File: src/rtl/wb_commit_multi_pkg.sv
// Shared types for the writeback/commit stage: opcodes, regfile mux select,
// per-lane MEM/WB bundle and commit FSM states.
package wb_pkg;

    localparam int unsigned WB_XLEN = 32;

    typedef enum logic [6:0] {
        op_lui   = 7'b0110111,
        op_auipc = 7'b0010111,
        op_jal   = 7'b1101111,
        op_jalr  = 7'b1100111,
        op_br    = 7'b1100011,
        op_load  = 7'b0000011,
        op_store = 7'b0100011,
        op_imm   = 7'b0010011,
        op_reg   = 7'b0110011,
        op_csr   = 7'b1110011
    } opcode_t;

    typedef enum logic [3:0] {
        rf_alu_out  = 4'd0,
        rf_br_en    = 4'd1,
        rf_u_imm    = 4'd2,
        rf_lw       = 4'd3,
        rf_pc_plus4 = 4'd4,
        rf_lb       = 4'd5,
        rf_lbu      = 4'd6,
        rf_lh       = 4'd7,
        rf_lhu      = 4'd8
    } regfilemux_sel_t;

    typedef struct packed {
        logic                valid;
        opcode_t             opcode;
        logic [4:0]          rd_s;
        logic                regf_we;
        regfilemux_sel_t     regfilemux_sel;
        logic [WB_XLEN-1:0]  alu_out;
        logic [WB_XLEN-1:0]  u_imm;
        logic                br_en;
        logic [WB_XLEN-1:0]  pc;
        logic [WB_XLEN-1:0]  dmem_addr;
    } wb_lane_t;

    typedef enum logic [1:0] {
        IDLE,
        WAIT,
        HELD
    } wb_state_t;

endpackage

File: src/rtl/wb_commit_multi_if.sv
// MEM/WB bundle, data-memory response and per-lane commit outputs.
interface wb_commit_multi_if
    import wb_pkg::*;
#(
    parameter int unsigned NUM_LANES = 2,
    parameter int unsigned XLEN      = 32,
    parameter int unsigned ORDER_W   = 64
);
    wb_lane_t [NUM_LANES-1:0]                lane_i;
    logic     [XLEN-1:0]                     dmem_rdata;
    logic                                    dmem_resp;
    logic                                    freeze_stall;
    logic     [NUM_LANES-1:0]                regf_we_o;
    logic     [NUM_LANES-1:0][4:0]           rd_s_o;
    logic     [NUM_LANES-1:0][XLEN-1:0]      rd_v_o;
    logic     [NUM_LANES-1:0]                commit_o;
    logic     [NUM_LANES-1:0][ORDER_W-1:0]   order_o;
    logic                                    wb_stall_o;

    modport master (
        output lane_i, dmem_rdata, dmem_resp, freeze_stall,
        input  regf_we_o, rd_s_o, rd_v_o, commit_o, order_o, wb_stall_o
    );

    modport slave (
        input  lane_i, dmem_rdata, dmem_resp, freeze_stall,
        output regf_we_o, rd_s_o, rd_v_o, commit_o, order_o, wb_stall_o
    );
endinterface

File: src/rtl/wb_commit_multi_load_align.sv
// Selects the byte/half addressed by addr_i from a load word and extends it.
module load_align
    import wb_pkg::*;
#(
    parameter int unsigned XLEN = 32
) (
    input  logic [XLEN-1:0]  rdata_i,
    input  logic [1:0]       addr_i,
    input  regfilemux_sel_t  sel_i,
    output logic [XLEN-1:0]  data_o
);
    logic [7:0]  byte_sel;
    logic [15:0] half_sel;

    assign byte_sel = rdata_i[{addr_i, 3'b000} +: 8];
    assign half_sel = rdata_i[{addr_i[1], 4'b0000} +: 16];

    always_comb begin
        case (sel_i)
            rf_lb:   data_o = {{(XLEN-8){byte_sel[7]}}, byte_sel};
            rf_lbu:  data_o = XLEN'(byte_sel);
            rf_lh:   data_o = {{(XLEN-16){half_sel[15]}}, half_sel};
            rf_lhu:  data_o = XLEN'(half_sel);
            default: data_o = rdata_i;
        endcase
    end
endmodule

File: src/rtl/wb_commit_multi.sv
// Writeback/commit stage: waits for load data (holding it across a freeze),
// commits the bundle atomically and numbers retirements for RVFI.
module wb_commit_multi
    import wb_pkg::*;
#(
    parameter int unsigned NUM_LANES = 2,
    parameter int unsigned XLEN      = 32,
    parameter int unsigned ORDER_W   = 64
) (
    input  logic         clk,
    input  logic         rst,
    wb_commit_multi_if.slave bus
);
    localparam int unsigned IDX_W = (NUM_LANES > 1) ? $clog2(NUM_LANES) : 1;

    wb_state_t              state_q;
    logic [XLEN-1:0]        rdata_q;
    logic [ORDER_W-1:0]     order_q, order_d;

    logic                   has_load;
    logic [IDX_W-1:0]       mem_idx;
    logic [WB_XLEN-1:0]     mem_addr;
    regfilemux_sel_t        mem_sel;
    logic                   ready;
    logic [XLEN-1:0]        ld_word, ld_data;
    logic                   addr_hi_unused;

    logic [NUM_LANES-1:0]               commit, regf_we;
    logic [NUM_LANES-1:0][XLEN-1:0]     rd_v;
    logic [NUM_LANES-1:0][ORDER_W-1:0]  order;
    logic [ORDER_W-1:0]                 acc;
    logic                               any_valid;
    wb_lane_t                           lane;

    // Memory lane: lowest-index valid load.
    always_comb begin
        has_load = 1'b0;
        mem_idx  = '0;
        mem_addr = '0;
        mem_sel  = rf_alu_out;
        for (int unsigned i = 0; i < NUM_LANES; i++) begin
            if (!has_load && bus.lane_i[i].valid && bus.lane_i[i].opcode == op_load) begin
                has_load = 1'b1;
                mem_idx  = IDX_W'(i);
                mem_addr = bus.lane_i[i].dmem_addr;
                mem_sel  = bus.lane_i[i].regfilemux_sel;
            end
        end
    end

    assign addr_hi_unused = ^{mem_addr[WB_XLEN-1:2], mem_idx};
    assign ready   = !has_load || bus.dmem_resp || (state_q == HELD);
    assign ld_word = bus.dmem_resp ? bus.dmem_rdata : rdata_q;

    load_align #(.XLEN(XLEN)) u_load_align (
        .rdata_i (ld_word),
        .addr_i  (mem_addr[1:0]),
        .sel_i   (mem_sel),
        .data_o  (ld_data)
    );

    always_comb begin
        commit    = '0;
        regf_we   = '0;
        rd_v      = '0;
        order     = '0;
        any_valid = 1'b0;
        acc       = order_q;
        order_d   = order_q;
        lane      = '0;
        for (int unsigned i = 0; i < NUM_LANES; i++) begin
            lane       = bus.lane_i[i];
            commit[i]  = lane.valid && ready && !bus.freeze_stall && !rst;
            regf_we[i] = commit[i] && lane.regf_we && (lane.rd_s != 5'd0)
                         && (lane.opcode != op_br) && (lane.opcode != op_store);
            order[i]   = acc;
            if (lane.valid) begin
                acc       = acc + ORDER_W'(1);
                any_valid = 1'b1;
            end
            if (commit[i]) order_d = order_d + ORDER_W'(1);
            case (lane.regfilemux_sel)
                rf_alu_out:  rd_v[i] = XLEN'(lane.alu_out);
                rf_br_en:    rd_v[i] = XLEN'(lane.br_en);
                rf_u_imm:    rd_v[i] = XLEN'(lane.u_imm);
                rf_pc_plus4: rd_v[i] = XLEN'(lane.pc + WB_XLEN'(4));
                rf_lw, rf_lb, rf_lbu, rf_lh, rf_lhu: rd_v[i] = ld_data;
                default:     rd_v[i] = '0;
            endcase
        end
    end

    always_ff @(posedge clk) begin
        if (rst) begin
            state_q <= IDLE;
            rdata_q <= '0;
            order_q <= '0;
        end else begin
            order_q <= order_d;
            case (state_q)
                IDLE: if (has_load) begin
                    if (!bus.dmem_resp) begin
                        state_q <= WAIT;
                    end else if (bus.freeze_stall) begin
                        rdata_q <= bus.dmem_rdata;
                        state_q <= HELD;
                    end
                end
                WAIT: if (bus.dmem_resp) begin
                    if (bus.freeze_stall) begin
                        rdata_q <= bus.dmem_rdata;
                        state_q <= HELD;
                    end else begin
                        state_q <= IDLE;
                    end
                end
                HELD: if (!bus.freeze_stall) state_q <= IDLE;
                default: state_q <= IDLE;
            endcase
        end
    end

    assign bus.commit_o   = commit;
    assign bus.regf_we_o  = regf_we;
    assign bus.rd_v_o     = rd_v;
    assign bus.order_o    = order;
    assign bus.wb_stall_o = any_valid && !ready && !rst;

    always_comb begin
        bus.rd_s_o = '0;
        for (int unsigned i = 0; i < NUM_LANES; i++) bus.rd_s_o[i] = bus.lane_i[i].rd_s;
    end
endmodule

File: src/flat_wrapper.sv
// flat-port wrapper written by rule: the top's interface ports become plain ports
module wb_commit_multi_flat import wb_pkg::*;
#(
    parameter int unsigned NUM_LANES = 2,
    parameter int unsigned XLEN      = 32,
    parameter int unsigned ORDER_W   = 64
)
  (clk, rst, bus_lane_i, bus_dmem_rdata, bus_dmem_resp, bus_freeze_stall, bus_regf_we_o, bus_rd_s_o, bus_rd_v_o, bus_commit_o, bus_order_o, bus_wb_stall_o);
  wb_commit_multi_if #(.NUM_LANES(NUM_LANES), .XLEN(XLEN), .ORDER_W(ORDER_W)) bus_i ();
  input  logic clk;
  input  logic rst;
  input wire logic [$bits(bus_i.lane_i)-1:0] bus_lane_i;
  input wire logic [$bits(bus_i.dmem_rdata)-1:0] bus_dmem_rdata;
  input wire logic [$bits(bus_i.dmem_resp)-1:0] bus_dmem_resp;
  input wire logic [$bits(bus_i.freeze_stall)-1:0] bus_freeze_stall;
  output wire logic [$bits(bus_i.regf_we_o)-1:0] bus_regf_we_o;
  output wire logic [$bits(bus_i.rd_s_o)-1:0] bus_rd_s_o;
  output wire logic [$bits(bus_i.rd_v_o)-1:0] bus_rd_v_o;
  output wire logic [$bits(bus_i.commit_o)-1:0] bus_commit_o;
  output wire logic [$bits(bus_i.order_o)-1:0] bus_order_o;
  output wire logic [$bits(bus_i.wb_stall_o)-1:0] bus_wb_stall_o;
  assign bus_i.lane_i = bus_lane_i;
  assign bus_i.dmem_rdata = bus_dmem_rdata;
  assign bus_i.dmem_resp = bus_dmem_resp;
  assign bus_i.freeze_stall = bus_freeze_stall;
  assign bus_regf_we_o = bus_i.regf_we_o;
  assign bus_rd_s_o = bus_i.rd_s_o;
  assign bus_rd_v_o = bus_i.rd_v_o;
  assign bus_commit_o = bus_i.commit_o;
  assign bus_order_o = bus_i.order_o;
  assign bus_wb_stall_o = bus_i.wb_stall_o;
  wb_commit_multi #(.NUM_LANES(NUM_LANES), .XLEN(XLEN), .ORDER_W(ORDER_W)) u_core (.clk(clk), .rst(rst), .bus(bus_i));
endmodule
File: config.mk
export PLATFORM = sky130hd
export DESIGN_NAME = wb_commit_multi_flat
export DESIGN_NICKNAME = d
export VERILOG_FILES = /design/src/rtl/wb_commit_multi_pkg.sv /design/src/rtl/wb_commit_multi_if.sv /design/src/rtl/wb_commit_multi_load_align.sv /design/src/rtl/wb_commit_multi.sv /design/src/flat_wrapper.sv
export SDC_FILE = /design/constraint.sdc
export NUM_CORES = 1
export LEC_CHECK = 0
export BUFFER_PORTS_ARGS = -buffer_cell sky130_fd_sc_hd__buf_2
export CORE_AREA = 2 2 207 209
export DETAILED_ROUTE_END_ITERATION = 7
export DIE_AREA = 0 0 209 211
export HOLD_SLACK_MARGIN = 0.02
export SYNTH_ARGS = -nofsm -noshare
export SYNTH_HDL_FRONTEND = slang
export SYNTH_SLANG_ARGS = --single-unit
File: constraint.sdc
create_clock -name clk -period 11.7 [get_ports clk]
set_input_delay 1.17 -clock clk [delete_from_list [all_inputs] [get_ports clk]]
set_output_delay 1.17 -clock clk [all_outputs]
set_load 0.005 [all_outputs]
### After elaboration in Yosys (flattened, before gate mapping)

Index checks and enable logic that the tools add are counted.

* output and inout port bits: 207
* input bits: 330
* bits in registers: 98
* word-level logic and storage cells: 103

* equality and inequality tests: 32
* shift-type cells: 2
* add/subtract/negate cells: 4
* multiplexer cells: 26
* reductions and logical operators: 36

Operator list (count)
* one-hot mux 32 bit (5 select lines): 2
* two-way mux 64 bit: 3
* adder 64 x 1 -> 64 bit, second input constant: 2
* two-way mux 32 bit: 4
* one-hot mux 32 bit (4 select lines): 1
* adder 32 x 3 -> 32 bit, second input constant: 2
* one-hot mux 32 bit (2 select lines): 1
* equality test 4 x 3 -> 1 bit, second input constant: 11
* indexed part select 32 x 6 -> 16 bit: 1
* indexed part select 32 x 6 -> 8 bit: 1
* logical AND 1 bit: 19
* equality test 4 x 2 -> 1 bit, second input constant: 4
* two-way mux 2 bit: 8
* equality test 7 x 2 -> 1 bit, second input constant: 2
* != test 7 x 6 -> 1 bit, second input constant: 2
* != test 7 bit, second input constant: 2
* equality test 4 bit, second input constant: 3
* nonzero test 5 bit: 2
* OR reduction 5 bit: 2
* equality test 4 x 1 -> 1 bit, second input constant: 2
* logical NOT 4 bit: 2
* two-way mux 4 bit: 2
* one-hot mux 2 bit (3 select lines): 1
* logical NOT 1 bit: 5
* 11 further kinds: 16

### Longest topological paths before layout

Gate-level depths: netlist of the first run.

* depth in word-level cells: 17
* gate-level depth with buffers: 20
* mapped depth without buffers: 16

### Cells and area by module

A second synthesis of the first run with hierarchy kept.

* cell total of the unflattened synthesis: 1796
* area total of the unflattened synthesis: 12881.1 µm²

By module, submodules not included
* wb_commit_multi: sequential area each 1961.9 µm², times used 1, cells each 1696, area each 11966.5 µm²
* load_align: sequential area each 0.0 µm², times used 1, cells each 100, area each 914.6 µm²

### Worst setup path before layout of the first run

OpenSTA, ideal clock, no wires.

* path kind: input port to output port
* from: in bus_lane_i[289]
* to: out bus_rd_v_o[16]
* data arrival time: 4.134 ns
* buffers on the path: 3
* data required time: 10.530 ns
* path slack: 6.396 ns
* stages on the path: 13
* path through: nor4b_1 > nand2_1 > nor2_1 > a22o_1 > buf_4 > mux2i_1 > mux2i_1 > nor3_2 > a2111oi_0 > or2_2 > clkbuf_1 > clkbuf_1 > o21ai_0

* word-level cells in the longest chain between the ends: 6
* elaborated cells between the ends (all ways): 12
* those cells by class: 5 x eq/ne; 2 x shift; 4 x mux; 1 x reduce/logical

RTL lines
* from (decl): line flat_wrapper.sv:12 `input wire logic [$bits(bus_i.lane_i)-1:0] bus_lane_i;`
* equality test 7 x 2 -> 1 bit *: line wb_commit_multi.sv:42 `if (!has_load && bus.lane_i[i].valid && bus.lane_i[i].opcode == op_load) begin`
* logical AND 1 bit *: line wb_commit_multi.sv:42
* two-way mux 2 bit / two-way mux 4 bit (equally long branches): line wb_commit_multi.sv:42
* indexed part select 32 x 6 -> 16 bit (tied with other cells): line wb_commit_multi_load_align.sv:16 `assign half_sel = rdata_i[{addr_i[1], 4'b0000} +: 16];`
* one-hot mux 32 bit (4 select lines) *: line wb_commit_multi_load_align.sv:19 `case (sel_i)`
* one-hot mux 32 bit (5 select lines) *: line wb_commit_multi.sv:82 `case (lane.regfilemux_sel)`
* to (decl): line flat_wrapper.sv:18 `output wire logic [$bits(bus_i.rd_v_o)-1:0] bus_rd_v_o;`

Every way passes the cells marked *; elsewhere a longest branch is shown, timed or not.

### Final worst setup path of the first run

* from: in bus_lane_i[293]
* to: out bus_rd_v_o[49]

* word-level cells in the longest chain between the ends: 6
* elaborated cells between the ends (all ways): 12
* those cells by class: 4 x eq/ne; 2 x shift; 4 x mux; 2 x reduce/logical

RTL lines (line)
* logical AND 1 bit * (2 in a row): wb_commit_multi.sv:42
* two-way mux 2 bit / two-way mux 4 bit (equally long branches): wb_commit_multi.sv:42
* indexed part select 32 x 6 -> 16 bit (tied with other cells): wb_commit_multi_load_align.sv:16
* one-hot mux 32 bit (4 select lines) *: wb_commit_multi_load_align.sv:19
* one-hot mux 32 bit (5 select lines) *: wb_commit_multi.sv:82

Marked as above.

==> results of run 1 <==
-- flip-flops by register name, indices dropped and copies added, names as in the netlist --
| register | flops |
|---|---|
| u_core.rdata_q | 32 |
| u_core.state_q | 2 |
| u_core.order_q | 64 |
-- path summary, 6_finish.rpt --
| check | from | endpoint | slack, ns |
|---|---|---|---|
| setup / recovery | bus_lane_i[293] | bus_rd_v_o[49] | 4.17 |
| hold / removal | u_core.rdata_q[14] | u_core.rdata_q[14] | 0.46 |
| setup reg to reg | u_core.order_q[14] | u_core.order_q[60] | 6.41 |
| hold reg to reg | u_core.rdata_q[14] | u_core.rdata_q[14] | 0.46 |
-- metrics by stage --
stage / total power [mW] / util / setup slack [ns] / hold WS (ns) / instances
after floorplan: 0.428 / - / 6.40 / 0.427 / 1782
after global placement: 0.557 / 0.360 / 4.36 / 0.431 / 2673
after detailed placement: 0.558 / 0.360 / 4.24 / 0.446 / 2673
after CTS: 0.885 / 0.367 / 4.21 / 0.457 / 2689
after global routing: 0.911 / 0.368 / 3.91 / 0.474 / 2694
final: 0.885 / 0.368 / 4.17 / 0.456 / 2695
-- worst register-to-register path, stage by stage, from the launching register on --
cell and delay [ns]:
dfxtp_1 0.67, nand3_1 0.53, or4_1 0.72, nor4_1 0.85, a32oi_1 0.19, o21ai_0 0.54
nand4_1 0.38, nor4_4 0.52, nand4_1 0.34, nand3b_1 0.26, and3b_1 0.18
-- layer usage --
| metal | vias to the layer above | track usage | routed length, um |
|---|---|---|---|
| met2 | 1010 | 0.514 | 33200 |
| met1 | 7812 | 0.389 | 28200 |
| li1 | 7318 | - | - |
| met3 | 159 | 0.0504 | 6460 |
| met5 | - | 0 | 94 |
| met4 | 14 | 0.107 | 2540 |
-- cell type report --
class	count	area (um2)	area share
clock inverter	6	73.8	0.00481
clock buffer	10	229	0.0149
inverter	26	97.6	0.00636
tap	539	674	0.0439
antenna	6	15.0	0.000978
timing repair buffer	499	2560	0.167
sequential	98	1960	0.128
multi-input combinational	1511	9750	0.635
-- layout by cell type, fill, tap and decap left out, drive strengths merged, types with 20 or more instances in the layout --
cell / instances
nand4: 75
nor4: 60
dfxtp: 98
xor2: 62
o21ai: 76
inv: 29
nor2b: 26
nor2: 175
nand2: 237
xnor2: 159
nand3: 97
a211oi: 20
mux2i: 30
and3: 33
a21oi: 57
a222oi: 57
nor3: 79
buf: 499
-- logic make-up after synthesis --
| family | share of synthesized area |
|---|---|
| flops | 0.158 |
| xor+xnor | 0.156 |
| simple gates | 0.386 |
| fa+ha+maj | 0.00564 |
| mux | 0.0459 |
| compound gates | 0.188 |
| buf+inv | 0.0606 |
-- report_power, final --
part / switching (mW) / internal, mW / leakage [nW]
clock: 0.161 / 0.170 / 0.147
sequential: 0.00221 / 0.334 / 0.789
combinational: 0.134 / 0.0831 / 4.99
total: 0.297 / 0.587 / 5.93
==> impl_metrics.yaml, run 1 <==
outcome:
  status: "finished with violations"
  violations: "design-rule violations"
setup_path:
  worst-setup-path-type: "in -> out"
  cp.arrival_ns: 6.36
  required_ns: 10.53
  cp_max_fo: 16
  end_kind: "primary output"
  path_depth: 12
  max_stage_delay_ns: 0.98
  critPathLaunchType: "input pin"
  crit_buf_inv: 2
  cp_top_family: "simple AND/OR/NAND/NOR gates"
  cpMaxStageDelayCell: "nor4bb_1"
  rr_worst_depth: 10
  path_cells: "buf_2 -> nor4bb_1 -> nand2_1 -> nor2_1 -> a22o_1 -> mux2i_1 -> mux2i_1 -> nor3_2 -> a2111oi_0 -> nand2b_1 -> o21ai_0 -> buf_2"
clocking:
  clockRootBuffer: "clkbuf_16"
  numCtsBuffers: 9
  cts.clk_slew.worst_paths_ns: 0.07
  cts_buffer_depth: 2
  postCtsResizedCells: 0
  cts_hold_buf: 0
  cts_tree: "yes"
  cts.sink_count: 98
  htree_levels: 3
  post_cts_buffers: 0
  clock_latency_ns: 0.37
yosys:
  ys_seq_area_frac: 0.158
  synth_area_per_cell_um2: 6.97
  ys.flop_type: "dfxtp_1"
  synthTopCellsByCount: "236 x nand2_1, 175 x nor2_1, 159 x xnor2_1"
  ys_types: 94
  ys_ff_latch: 98
  ys_async_sr_fraction: 0
  syn_area_um2: 12400
  synth.most_common_cell: "nand2_1"
  synth_top_area_share: 0.158
  synthesis.nets: 2116
  synth-edff-count: 0
  synth.largest_area_cell: "dfxtp_1"
  syn_inst: 1782
  synth_area_leaders: "dfxtp_1 16%, xnor2_1 11%, nand2_1 7.1%, nor2_1 5.3%, a222oi_1 4.6%"
  yosys_warnings: 0
sta:
  fin_skew_ns: 0.00536
  final_max_slew_viol_count: 0
  relSlewSlack: 0.237
  setup_viol: 0
  worstMarginPinSlew_ns: 1.13
  setup_tns_ns: 0
  max_freq_mhz: 133
  fin_crit_ns: 7.53
  fin_crit_sh: 0.644
  rsz0062_at_grt: "no"
  hold_violations: 0
global_route:
  grt_pass1_vias: 14936
  grt_pass1_wl_um: 101000
  grt_antenna_before_repair: 14
  grt_max_degree: 72
  overflow: 0
  globalRouteTotalUtil: 0.303
route:
  drt_iter0_markers: 2379
  viasPerCell: 6.05
  first_pass_iters: 8
  wl_um: 70500
  post_drt_wl_per_cell_um: 26.1
  vias: 16313
  drtAntennaViolNets: 0
  drc_errors: 29
layout:
  final_nets: 2479
  drive_gt1_frac: 0.271
  nFillCells: 4572
  area_delta_synth_final_pct: 23.7
  fin_area_um2: 15400
die:
  fp.dieW_um: 209
  fp.dieH_um: 211
  io_pins: 537
  core_um2: 41800
  start_util: 0.297
  rows: 75
  design.die.area_um2: 44100
hold_path:
  hold_path_class: "reg -> reg"
  whs_path_depth: 2
placement:
  gp_congestion: 0.987
  dpl.hpwl_um: 56700
  placed_area_um2: 15000
  io_buffer_count: 476
pwr:
  ir_drop_uv: 56.3
  leakage_nw: 5.93
  powerDensity_nw_per_um2: 57.6
run:
  maxCapViolCount: 0
(Power assumes the default switching activity.)
==> run 2, diff against run 1 <==
==> constraint.sdc (replaced) <==
create_clock -name clk -period 7.02 [get_ports clk]
set_input_delay 0.702 -clock clk [delete_from_list [all_inputs] [get_ports clk]]
set_output_delay 0.702 -clock clk [all_outputs]
set_load 0.005 [all_outputs]
==> run 2 against run 1 <==
  * Critical path type unchanged
  * Wire length rose by 0.84%
  * Via count increased by 0.40%
  * Setup slack worse by 3.0 ns
  * First-iteration DRC count fell by 2.6%
  * Final area grew 0.39%
  * The run still ends with design-rule violations left
==> impl_metrics.yaml, run 2 (synthesized netlist as in run 1, its figures left out) <==
clocking:
  cts_hold_buf: 0
  clock_latency_ns: 0.37
  htree_levels: 3
  postCtsResizedCells: 0
  numCtsBuffers: 9
  cts_buffer_depth: 2
  cts.clk_slew.worst_paths_ns: 0.08
  cts.sink_count: 98
  cts_tree: "yes"
  clockRootBuffer: "clkbuf_16"
  post_cts_buffers: 0
die:
  start_util: 0.297
  design.die.area_um2: 44100
  rows: 75
  fp.dieH_um: 211
  io_pins: 537
  fp.dieW_um: 209
  core_um2: 41800
setup_path:
  reg2reg_from: "u_core.order_q[2]"
  cpMaxStageDelayCell: "a22o_1"
  critPathLaunchType: "input pin"
  path_cells: "buf_2 -> nor4b_1 -> buf_4 -> nand2_1 -> nor2_1 -> a22o_1 -> mux2i_1 -> mux2i_1 -> nor3_2 -> a2111oi_0 -> nand2b_1 -> o21ai_0 -> buf_2"
  required_ns: 6.32
  max_stage_delay_ns: 0.59
  cp_max_fo: 16
  rr_worst_depth: 9
  cp.arrival_ns: 5.17
  end_kind: "primary output"
  worst-setup-path-type: "in -> out"
  rrSetupSlack_ns: 1.70
  r2r_end: "u_core.order_q[57]"
global_route:
  globalRouteTotalUtil: 0.307
  grt_pass1_wl_um: 102000
  grt_antenna_before_repair: 12
  overflow: 0
  grt_pass1_vias: 15103
  grt_max_degree: 81
layout:
  drive_gt1_frac: 0.274
  area_delta_synth_final_pct: 24.1
  post-route-util: 0.369
  final_cell_mix: "475 x buf_2, 236 x nand2_1, 174 x nor2_1, 159 x xnor2_1, 98 x dfxtp_1"
  final_nets: 2488
  layout_commonest_cell: "buf_2"
  top_register: "u_core.order_q"
  largest_reg_flops: 64
  reg_top3: "u_core.order_q: 64 flops, u_core.rdata_q: 32 flops, u_core.state_q: 2 flops"
  fin_area_um2: 15400
route:
  drc_errors: 5
  wl_um: 71100
  drt-met1-wl_um: 28500
  post_drt_wl_per_cell_um: 26.3
  wl_met2_um: 33400
  viasPerCell: 6.06
  drt_iter0_markers: 2316
  top_layer_used: "met5"
  wl_met3_um: 6340
  drtAntennaViolNets: 0
  vias: 16379
  first_pass_iters: 8
sta:
  hold_violations: 0
  final_max_slew_viol_count: 0
  setup_viol: 0
  worstMarginPinSlew_ns: 1.27
  fin_skew_ns: 0.00821
  setup_tns_ns: 0
  finalWorstSetupSlack_ns: 1.15
  fin_crit_sh: 0.836
  relSlewSlack: 0.147
  fin_crit_ns: 5.87
  max_freq_mhz: 170
  rsz0062_at_grt: "no"
  whs_ns: 0.456
outcome:
  violations: "design-rule violations"
  status: "finished with violations"
pwr:
  powerDensity_nw_per_um2: 94.1
  leakage_nw: 5.97
  ir_drop_uv: 106
placement:
  post-place-ws_ns: 1.17
  placed_area_um2: 15100
  io_buffer_count: 476
  dpl.hpwl_um: 57800
  gp_congestion: 0.984
hold_path:
  whs_path_depth: 2
  hold_path_class: "reg -> reg"
  worstHoldStart: "u_core.rdata_q[1]"
  hold_path_end: "u_core.rdata_q[1]"
run:
  maxCapViolCount: 0
run 2: worst max path at each step:
stage | from | to | slack (ns) | depth (start not counted)
2_1_floorplan | bus_lane_i[146] | u_core.order_q[50] | 2.32 | 18
3_3_place_gp | bus_lane_i[289] | bus_rd_v_o[49] | 1.29 | 13
3_5_place_dp | bus_lane_i[289] | bus_rd_v_o[49] | 1.17 | 13
4_1_cts | bus_lane_i[289] | bus_rd_v_o[49] | 1.14 | 13
5_1_grt | bus_lane_i[289] | bus_rd_v_o[49] | 0.88 | 13
6_report | bus_lane_i[289] | bus_rd_v_o[49] | 1.15 | 13
run 2: worst max-delay path: cells and delay by family:
family,cells,cell delay (ns)
and+or+nand+nor,5,1.97
AOI/OAI and AO/OA,3,1.37
muxes,2,0.56
buffers and inverters,3,0.55
run 2: report_power, final:
group	switching [mW]	internal (mW)
logic	0.225	0.140
clock network	0.266	0.259
registers	0.00392	0.557
total	0.494	0.956
run 2: stage by stage:
stage	power, mW	std cells
6_report	1.45	2704
2_1_floorplan	0.714	1782
3_3_place_gp	0.932	2682
5_1_grt	1.50	2704
3_5_place_dp	0.933	2682
4_1_cts	1.45	2698
run 2: area by class of cell:
cell class	count	area, um2
Fill cell	4590	26300
Multi-Input combinational cell	1511	9750
Timing Repair Buffer	508	2630
Sequential cell	98	1960
Tap cell	539	674
Clock buffer	10	239
Inverter	26	97.6
Clock inverter	6	56.3
Antenna cell	6	15.0
run 2: layer usage:
metal	global-route usage	up-vias
li1	-	7332
met1	0.395	7808
met2	0.515	1081
met3	0.0494	152
met4	0.117	6
met5	0	-
==> run 3, diff against run 2 <==
==> constraint.sdc (replaced) <==
create_clock -name clk -period 4.7 [get_ports clk]
set_input_delay 0.47 -clock clk [delete_from_list [all_inputs] [get_ports clk]]
set_output_delay 0.47 -clock clk [all_outputs]
set_load 0.005 [all_outputs]
==> run 3 against run 2 <==
  * The run still ends with design-rule violations left
  * Global-route usage is 0.50 points higher
  * Critical path depth fell by 2
  * Critical path type is now reg -> reg
  * Non-clock buffer count rose by 104
==> impl_metrics.yaml, run 3 (synthesized netlist as in run 1, its figures left out) <==
die:
  fp.dieW_um: 209
  design.die.area_um2: 44100
  core_um2: 41800
  io_pins: 537
  start_util: 0.297
  fp.dieH_um: 211
  rows: 75
pwr:
  p_sw_mw: 0.742
  leakage_nw: 6.51
  ir_drop_uv: 147
  swShare: 0.340
  intPower_mw: 1.44
  seqPwrFrac: 0.382
  clockPowerShare: 0.361
  combPwrFrac: 0.257
  powerDensity_nw_per_um2: 134
setup_path:
  max_stage_delay_ns: 0.76
  end_kind: "flip-flop"
  cpMaxStageDelayCell: "or4_1"
  cp_top_family: "simple AND/OR/NAND/NOR gates"
  critPathLaunchType: "flip-flop"
  worst-setup-path-type: "reg -> reg"
  required_ns: 4.97
  crit_buf_inv: 1
  path_cells: "nand4_1 -> or4_1 -> nor4_1 -> buf_4 -> and4_1 -> o22ai_1 -> a21oi_1 -> nand4_2 -> nor3_4 -> and4bb_1 -> mux2_1"
  cp_max_fo: 11
  cp.arrival_ns: 4.63
global_route:
  grt_pass1_vias: 15385
  globalRouteTotalUtil: 0.312
  grt_max_degree: 61
  busiest_layer: "met2"
  grt_pass1_wl_um: 103000
  grt_use_met3: 0.0555
  grt_antenna_before_repair: 10
  use_met2: 0.519
  grt_use_met1: 0.397
  overflow: 0
clocking:
  postCtsResizedCells: 0
  cts_buffer_depth: 2
  clock_latency_ns: 0.38
  cts.sink_count: 98
  cts_hold_buf: 0
  htree_levels: 3
  cts.clk_slew.worst_paths_ns: 0.08
  post_cts_buffers: 0
  clockRootBuffer: "clkbuf_16"
  cts_tree: "yes"
  numCtsBuffers: 9
placement:
  gp_congestion: 0.967
  dpl.hpwl_um: 59500
  post-place-ws_ns: 0.361
  dp.cells: 2786
  io_buffer_count: 476
  placed_area_um2: 15900
sta:
  fin_crit_ns: 4.36
  worstMarginPinSlew_ns: 0.931
  setup_viol: 0
  fin_skew_ns: 0.0132
  hold_violations: 0
  setup_tns_ns: 0
  max_freq_mhz: 229
  relSlewSlack: 0.379
  fin_crit_sh: 0.929
  final_max_slew_viol_count: 0
  finalWorstSetupSlack_ns: 0.335
  rsz0062_at_grt: "no"
layout:
  largest_reg_flops: 64
  fin_area_um2: 16200
  layout_commonest_cell: "buf_2"
  final_nets: 2592
  area_delta_synth_final_pct: 30.7
  final_cell_mix: "475 x buf_2, 236 x nand2_1, 174 x nor2_1, 159 x xnor2_1, 134 x buf_4"
  fin_cells: 2808
  reg_top3: "u_core.order_q: 64 flops, u_core.rdata_q: 32 flops, u_core.state_q: 2 flops"
  drive_gt1_frac: 0.308
  top_register: "u_core.order_q"
outcome:
  violations: "design-rule violations"
  status: "finished with violations"
route:
  viasPerCell: 5.91
  drtAntennaViolNets: 0
  first_pass_iters: 8
  vias: 16591
  wl_um: 72200
  drt_iter0_markers: 2107
  drc_errors: 13
  post_drt_wl_per_cell_um: 25.7
hold_path:
  hold_path_class: "in -> reg"
run:
  maxCapViolCount: 0
run 3: cell types whose count changed in the layout (fill, tap and decap cells not counted), sizes merged:
cell,delta
buf,+104
run 3: stage by stage:
step,hold slack (ns),util,total power [mW]
final,0.336,0.389,2.18
after global routing,0.340,0.389,2.25
after CTS,0.326,0.388,2.19
after detailed placement,0.444,0.381,1.40
after global placement,0.433,0.381,1.40
after floorplan,0.427,-,1.07
run 3: final timing paths:
path | startpoint | end | slack [ns] | depth (start not counted)
worst max register to register | u_core.order_q[7] | u_core.order_q[57] | 0.34 | 11
worst min register to register | u_core.state_q[1] | u_core.state_q[0] | 0.45 | 1
worst min-delay path | bus_dmem_rdata[18] | u_core.rdata_q[18] | 0.34 | 3
worst max-delay path | u_core.order_q[7] | u_core.order_q[57] | 0.34 | 11
run 3: routing by layer:
| metal | routed length [um] | part of all wire |
|---|---|---|
| met1 | 28600 | 0.40 |
| met2 | 33600 | 0.47 |
| met3 | 6990 | 0.097 |
| met4 | 3050 | 0.042 |
| met5 | 27 | 0.00037 |
run 3: cell type report:
cell class	count	area (um2)
antenna	6	15.0
inverter	26	97.6
timing repair buffer	612	3440
sequential	98	1960
tap	539	674
multi-input combinational	1511	9750
clock inverter	6	56.3
fill	4486	25500
clock buffer	10	239
run 3: worst reg2reg max path, cell delays in order (launching register included):
cell	delay, ns
dfxtp_1	0.62
nand4_1	0.39
or4_1	0.76
nor4_1	0.58
buf_4	0.23
and4_1	0.21
o22ai_1	0.11
a21oi_1	0.23
nand4_2	0.20
nor3_4	0.34
and4bb_1	0.26
mux2_1	0.33
run 3: power groups by stage:
stage	clock [mW]	sequential [mW]	combinational, mW
finish	0.787	0.834	0.561
CTS	0.798	0.834	0.553
detailed placement	0	0.854	0.551
global route	0.825	0.834	0.591
floorplan	0	0.854	0.212
global placement	0	0.854	0.550
